==> src/rtl/sram_serial_loader_pkg.sv <==
// Shared FSM encoding, controller command and default widths for the SRAM serial loader.
package sram_serial_loader_pkg;
  localparam int DEF_DATA_WIDTH  = 8;
  localparam int DEF_ADDR_WIDTH  = 9;
  localparam int DEF_RDY_TIMEOUT = 32;

  localparam logic [1:0] CTRL_WRITE = 2'b00;

  typedef enum logic [1:0] {
    ST_IDLE     = 2'd0,
    ST_SHIFT    = 2'd1,
    ST_WAIT_RDY = 2'd2,
    ST_GAP      = 2'd3
  } state_t;
endpackage

==> src/rtl/sram_loader_fifo.sv <==
// Two-entry request buffer; head visible combinationally, a write is stored in one cycle.
// in_rdy is low only when both entries are occupied; a pop and a push may share a cycle.
module sram_loader_fifo #(
  parameter int WIDTH = 17
) (
  input  logic             clk,
  input  logic             rst_n,
  input  logic             in_vld,
  output logic             in_rdy,
  input  logic [WIDTH-1:0] in_dat,
  output logic             out_vld,
  input  logic             out_rdy,
  output logic [WIDTH-1:0] out_dat,
  output logic [1:0]       count
);
  logic [WIDTH-1:0] mem [2];
  logic             wr_ptr;
  logic             rd_ptr;
  logic             push;
  logic             pop;

  assign in_rdy  = (count != 2'd2);
  assign out_vld = (count != 2'd0);
  assign push    = in_vld && in_rdy;
  assign pop     = out_rdy && out_vld;
  assign out_dat = mem[rd_ptr];

  always_ff @(posedge clk or negedge rst_n) begin
    if (!rst_n) begin
      wr_ptr <= 1'b0;
      rd_ptr <= 1'b0;
      count  <= 2'd0;
      mem[0] <= '0;
      mem[1] <= '0;
    end else begin
      if (push) begin
        mem[wr_ptr] <= in_dat;
        wr_ptr      <= ~wr_ptr;
      end
      if (pop) begin
        rd_ptr <= ~rd_ptr;
      end
      count <= count + {1'b0, push} - {1'b0, pop};
    end
  end
endmodule

==> src/rtl/sram_serial_loader.sv <==
// Serialises buffered {addr,data} writes LSB-first to an SRAM IO controller; BGN rises the cycle after a frame is popped.
// WR_READY drops while the 2-entry buffer is full; a frame waits for RDY or a timeout, then one BGN-low gap.
module sram_serial_loader #(
  parameter int DATA_WIDTH  = sram_serial_loader_pkg::DEF_DATA_WIDTH,
  parameter int ADDR_WIDTH  = sram_serial_loader_pkg::DEF_ADDR_WIDTH,
  parameter int FRAME_WIDTH = ADDR_WIDTH + DATA_WIDTH,
  parameter int RDY_TIMEOUT = sram_serial_loader_pkg::DEF_RDY_TIMEOUT
) (
  input  logic                  CLK,
  input  logic                  RST_N,
  input  logic                  WR_VALID,
  input  logic [ADDR_WIDTH-1:0] WR_ADDR,
  input  logic [DATA_WIDTH-1:0] WR_DATA,
  output logic                  WR_READY,
  input  logic                  RDY,
  output logic                  BGN,
  output logic                  SI,
  output logic                  LOAD_N,
  output logic [1:0]            CTRL,
  output logic                  BUSY,
  output logic                  ERR,
  output logic [7:0]            FRAME_CNT
);
  import sram_serial_loader_pkg::*;

  localparam int BW = $clog2(FRAME_WIDTH + 1);
  localparam int TW = $clog2(RDY_TIMEOUT + 1);
  localparam logic [BW-1:0] LAST_BIT  = BW'(FRAME_WIDTH - 1);
  localparam logic [TW-1:0] LAST_WAIT = TW'(RDY_TIMEOUT - 1);

  state_t                 st;
  state_t                 st_nxt;
  logic                   fifo_vld;
  logic                   pop;
  logic                   push;
  logic                   frame_done;
  logic                   timeout;
  logic                   busy_nxt;
  logic [1:0]             fifo_cnt;
  logic [1:0]             fifo_cnt_nxt;
  logic [FRAME_WIDTH-1:0] fifo_dat;
  logic [FRAME_WIDTH-1:0] sreg;
  logic [BW-1:0]          bit_cnt;
  logic [TW-1:0]          wait_cnt;
  logic                   bgn_q;
  logic                   si_q;
  logic                   busy_q;
  logic                   load_n_q;
  logic                   err_q;
  logic [7:0]             frame_cnt_q;

  sram_loader_fifo #(
    .WIDTH (FRAME_WIDTH)
  ) u_fifo (
    .clk     (CLK),
    .rst_n   (RST_N),
    .in_vld  (WR_VALID),
    .in_rdy  (WR_READY),
    .in_dat  (FRAME_WIDTH'({WR_ADDR, WR_DATA})),
    .out_vld (fifo_vld),
    .out_rdy (pop),
    .out_dat (fifo_dat),
    .count   (fifo_cnt)
  );

  assign push         = WR_VALID && WR_READY;
  assign fifo_cnt_nxt = fifo_cnt + {1'b0, push} - {1'b0, pop};
  assign busy_nxt     = (st_nxt != ST_IDLE) || (fifo_cnt_nxt != 2'd0);

  always_ff @(posedge CLK or negedge RST_N) begin
    if (!RST_N) begin
      st <= ST_IDLE;
    end else begin
      st <= st_nxt;
    end
  end

  always_comb begin
    st_nxt     = st;
    pop        = 1'b0;
    frame_done = 1'b0;
    timeout    = 1'b0;
    case (st)
      ST_IDLE: begin
        if (fifo_vld) begin
          st_nxt = ST_SHIFT;
          pop    = 1'b1;
        end
      end
      ST_SHIFT: begin
        if (bit_cnt == LAST_BIT) begin
          st_nxt = ST_WAIT_RDY;
        end
      end
      ST_WAIT_RDY: begin
        if (RDY) begin
          st_nxt     = ST_GAP;
          frame_done = 1'b1;
        end else if (wait_cnt == LAST_WAIT) begin
          st_nxt  = ST_GAP;
          timeout = 1'b1;
        end
      end
      ST_GAP: begin
        // A queued frame launches straight from the gap so frames are spaced by one BGN-low cycle.
        if (fifo_vld) begin
          st_nxt = ST_SHIFT;
          pop    = 1'b1;
        end else begin
          st_nxt = ST_IDLE;
        end
      end
      default: st_nxt = ST_IDLE;
    endcase
  end

  always_ff @(posedge CLK or negedge RST_N) begin
    if (!RST_N) begin
      sreg        <= '0;
      bit_cnt     <= '0;
      wait_cnt    <= '0;
      bgn_q       <= 1'b0;
      si_q        <= 1'b0;
      busy_q      <= 1'b0;
      load_n_q    <= 1'b1;
      err_q       <= 1'b0;
      frame_cnt_q <= 8'd0;
    end else begin
      if (pop) begin
        si_q    <= fifo_dat[0];
        sreg    <= fifo_dat >> 1;
        bit_cnt <= '0;
      end else if (st == ST_SHIFT) begin
        if (st_nxt == ST_SHIFT) begin
          si_q    <= sreg[0];
          sreg    <= sreg >> 1;
          bit_cnt <= bit_cnt + 1'b1;
        end else begin
          si_q <= 1'b0;
        end
      end
      if ((st == ST_WAIT_RDY) && (st_nxt == ST_WAIT_RDY)) begin
        wait_cnt <= wait_cnt + 1'b1;
      end else begin
        wait_cnt <= '0;
      end
      bgn_q    <= (st_nxt == ST_SHIFT) || (st_nxt == ST_WAIT_RDY);
      busy_q   <= busy_nxt;
      load_n_q <= !busy_nxt;
      if (timeout) begin
        err_q <= 1'b1;
      end
      if (frame_done) begin
        frame_cnt_q <= frame_cnt_q + 8'd1;
      end
    end
  end

  assign BGN       = bgn_q;
  assign SI        = si_q;
  assign LOAD_N    = load_n_q;
  assign CTRL      = CTRL_WRITE;
  assign BUSY      = busy_q;
  assign ERR       = err_q;
  assign FRAME_CNT = frame_cnt_q;
endmodule

==> config.mk <==
export PLATFORM = sky130hd
export DESIGN_NAME = sram_serial_loader
export DESIGN_NICKNAME = d
export VERILOG_FILES = /design/src/rtl/sram_serial_loader_pkg.sv /design/src/rtl/sram_loader_fifo.sv /design/src/rtl/sram_serial_loader.sv
export SDC_FILE = /design/constraint.sdc
export NUM_CORES = 1
export LEC_CHECK = 0
export ABC_CLOCK_PERIOD_IN_PS = 2800
export BUFFER_PORTS_ARGS = -buffer_cell sky130_fd_sc_hd__buf_2
export CAP_MARGIN = 5
export CORE_ASPECT_RATIO = 0.9
export CORE_UTILIZATION = 42
export DETAILED_ROUTE_END_ITERATION = 6
export SLEW_MARGIN = 30
export SYNTH_ARGS = -nofsm -noshare
export SYNTH_HDL_FRONTEND = slang
export SYNTH_HIERARCHICAL = 1
export SYNTH_SLANG_ARGS = --single-unit
==> constraint.sdc <==
create_clock -name CLK -period 2.8 [get_ports CLK]
set_clock_uncertainty 0.05 [all_clocks]
set_input_delay 0.56 -clock CLK [delete_from_list [all_inputs] [get_ports CLK]]
set_output_delay 0.56 -clock CLK [all_outputs]
set_load 0.05 [all_outputs]
==> impl_metrics.env <==
export IMPL_syn_instance_count=304
export IMPL_fin_crit_ns=2.545
export IMPL_htreeDepth=3
export IMPL_critPathCapture="sreg[5]"
export IMPL_cp_depth=11
export IMPL_routed_wl_um=6275
export IMPL_cts_resized=0
export IMPL_synth_seq_area_share_pct=52.15
export IMPL_worstRegToRegCells=11
export IMPL_drt_pass1_iter_count=4
export IMPL_crit_buf_inv=2
export IMPL_gp_congestion=0.7988
export IMPL_hold_viol_final=0
export IMPL_reg2reg_to="sreg[5]"
export IMPL_rsz0062_at_grt="false"
export IMPL_drv_cap=0
export IMPL_first_global_vias=2415
export IMPL_antennaDiodeCount=0
export IMPL_area_growth_syn_to_layout_pct=11.79
export IMPL_p_per_area_nw_per_um2=1073
export IMPL_status="finished, final reports clean"
export IMPL_slew_headroom_pct=49.47
export IMPL_holdBufCountCts=0
export IMPL_viasPerCell=4.843
export IMPL_leakage_nw=2.059
export IMPL_slew_violations=0
export IMPL_antenna_left=0
export IMPL_clkSinkCount=80
export IMPL_setup_viol=0
export IMPL_yosys_register_bits=80
export IMPL_io_pins=37
export IMPL_critical_path_max_stage_delay_ns=0.44
export IMPL_finalWorstSetupSlack_ns=0.2547
export IMPL_critPathCaptureType="register"
export IMPL_die_h_um=92.73
export IMPL_port_buffers=34
export IMPL_vias=2257
export IMPL_clkPwrFrac_pct=18.2
export IMPL_timing_hold_ws_ns=0.1672
export IMPL_cts_root_buf="clkbuf_8"
export IMPL_cts_tree="yes"
export IMPL_power_frac_comb_pct=40.4
export IMPL_antenna_found_initial=0
export IMPL_grt_total_usage_pct=15.82
export IMPL_grt_ovfl_total=0
export IMPL_fmax_ghz=0.3929
export IMPL_die_w_um=102.8
export IMPL_path_max_fanout=17
export IMPL_fin_nets=378
export IMPL_tns_ns=0
export IMPL_die_area_sq_um=9533
export IMPL_crit_family="compound AO/OA/AOI/OAI gates"
export IMPL_finalCritPeriodShare_pct=90.91
export IMPL_final_common_cell="dfrtp_1"
export IMPL_r2r_slack_ns=0.25
export IMPL_path_cells="inv_1 -> ha_1 -> o21a_1 -> a211oi_2 -> nand3_1 -> a22o_1 -> ha_1 -> nand2_2 -> buf_12 -> mux2i_1 -> o21ai_0"
export IMPL_crit_top_cell="ha_1"
export IMPL_ir_drop_v=0.0006327
export IMPL_p_int_mw=3.066
export IMPL_synth_warnings=6
export IMPL_worstPathRequired_ns=2.98
export IMPL_p_seq_share_pct=41.3
export IMPL_fin_area_sq_um=4294
export IMPL_wl_per_cell_um=13.47
export IMPL_final_layout_size_suffix_gt1_share_pct=32.56
export IMPL_worstPathArrival_ns=2.72
export IMPL_syn_avg_cell_area_sq_um=12.64
export IMPL_insertion_delay_ns=0.35
export IMPL_grt_pass1_wl_um=11490
export IMPL_cpMaxStageDelayCell="dfrtp_1"
export IMPL_core_area_sq_um=8728
export IMPL_clk_path_buf_depth=2
export IMPL_startpoint="st[0]"
export IMPL_syn_cell_area_sq_um=3841
export IMPL_cts_buffers_inserted=9
export IMPL_initialDrtViolationCount=75
export IMPL_grt_max_degree=50
export IMPL_swShare_pct=33.44
export IMPL_worstSetupStartpointType="register"
export IMPL_post_cts_buffers=0
export IMPL_worstHoldPathType="input pin to asynchronous set/reset pin"
export IMPL_drc_errors=0
export IMPL_place_ws_ns=0.2703
export IMPL_rr_startpoint="st[0]"
export IMPL_nFillCells=830
export IMPL_yosysUniqueCellTypes=39
export IMPL_rows=32
export IMPL_detailed_place_hpwl_um=4287
export IMPL_start_util_pct=44.01
export IMPL_p_sw_mw=1.540
export IMPL_clk_pin_slew_ns=0.08
export IMPL_tightest_slew_ns=0.7580
export IMPL_dpl_cell_area_sq_um=4104
export IMPL_critPathKind="register to register"
export IMPL_layout_common_cells="dfrtp_1 (79), buf_2 (33), mux2_2 (32), nand2_1 (31)"
-- routing by layer --
layer | track usage, % | vias up | routed length [um] | part of all wire, %
met5 | 0 | - | 0 | 0
met4 | 4.577 | 0 | 77 | 1.2
met3 | 5.509 | 7 | 236 | 3.8
met2 | 24.94 | 33 | 2891 | 46
met1 | 20.47 | 1105 | 3070 | 49
li1 | - | 1112 | - | -
-- through the flow --
stage | cells | total power [mW] | util (%)
3_5_place_dp | 450 | 3.822 | 47.02
2_1_floorplan | 305 | 3.479 | -
6_report | 466 | 4.606 | 49.20
5_1_grt | 466 | 4.990 | 49.20
4_1_cts | 466 | 4.681 | 49.20
3_3_place_gp | 450 | 3.764 | 47.02
-- state kept, by name (all words and copies together) (netlist names) --
| name | flops |
|---|---|
| LOAD_N | 1 |
| ERR | 1 |
| FRAME_CNT | 8 |
| u_fifo/wr_ptr | 1 |
| st | 2 |
| BUSY | 1 |
| u_fifo/count | 2 |
| bit_cnt | 5 |
| BGN | 1 |
| sreg | 16 |
| SI | 1 |
| u_fifo/mem | 34 |
| u_fifo/rd_ptr | 1 |
| wait_cnt | 6 |
-- worst min-delay path by stage --
stage	endpoint	from	cells past startpoint
6_report	u_fifo/mem[22]	RST_N	1
4_1_cts	u_fifo/mem[17]	RST_N	1
2_1_floorplan	BGN	RST_N	0
3_3_place_gp	FRAME_CNT[7]	FRAME_CNT[7]	1
3_5_place_dp	wait_cnt[0]	wait_cnt[0]	1
5_1_grt	u_fifo/mem[22]	RST_N	1
-- worst register-to-register path, cell delays in order, from the launching register on --
cell      delay, ns
dfrtp_1        0.44
inv_1          0.10
ha_1           0.29
o21a_1         0.15
a211oi_2       0.23
nand3_1        0.13
a22o_1         0.26
ha_1           0.22
nand2_2        0.08
buf_12         0.17
mux2i_1        0.23
o21ai_0        0.09
-- Yosys cell counts --
master	instances	area (sq um)
and2_2	1	7.510
a21oi_1	4	20.02
nor2_1	11	41.29
buf_2	6	30.03
ha_1	15	187.7
nor3_1	1	5.000
buf_4	2	15.01
dfstp_2	1	26.28
xnor2_1	11	96.34
o21a_1	1	7.510
mux2_4	20	300.3
and2_1	3	18.77
a22o_1	1	8.760
a22oi_1	1	7.510
and3_1	4	25.02
nand4_1	3	18.77
mux2_2	32	360.4
nand2_1	31	116.4
nand2b_4	1	13.76
dfrtp_1	79	1977
and3b_1	2	17.52
nor2b_1	2	12.51
inv_1	10	37.54
or3_1	1	6.260
buf_6	3	33.78
nand3_1	3	15.01
clkbuf_1	1	3.750
buf_12	2	40.04
nand4bb_1	1	11.26
conb_1	1	3.750
xor2_1	9	78.83
mux2i_1	15	150.1
a211oi_2	1	12.51
or2_2	1	6.260
o21ai_0	20	100.1
nand4b_1	1	8.760
nand2_2	1	6.260
o21bai_1	1	7.510
nand2b_1	1	6.260
-- power by group through the flow --
stage | Sequential (mW) | Combinational, mW | Clock (mW)
3_3_place_gp | 1.91 | 1.85 | 0
4_1_cts | 1.91 | 1.90 | 0.869
3_5_place_dp | 1.93 | 1.89 | 0
5_1_grt | 1.98 | 2.10 | 0.914
6_report | 1.90 | 1.86 | 0.840
2_1_floorplan | 1.86 | 1.62 | 0
-- final cells by class --
type	instances	area, sq um	area share (%)
sequential	80	2003	46.65
multi-input combinational	201	1684	39.22
timing repair buffer	40	230.2	5.361
tap	119	148.9	3.467
clock buffer	12	145.1	3.380
clock inverter	4	45.04	1.049
inverter	10	37.54	0.8741
-- cell families after synthesis --
| group | Yosys count | synth area share (%) |
|---|---|---|
| adder cells (fa/ha/maj) | 15 | 4.886 |
| other | 1 | 0.09763 |
| AO/OA/AOI/OAI | 29 | 4.267 |
| buffers and inverters | 24 | 4.169 |
| multiplexers | 67 | 21.11 |
| AND/OR/NAND/NOR | 68 | 8.762 |
| XOR/XNOR | 20 | 4.560 |
| flip-flops | 80 | 52.15 |
No activity file was read; power rests on OpenSTA's default activity.
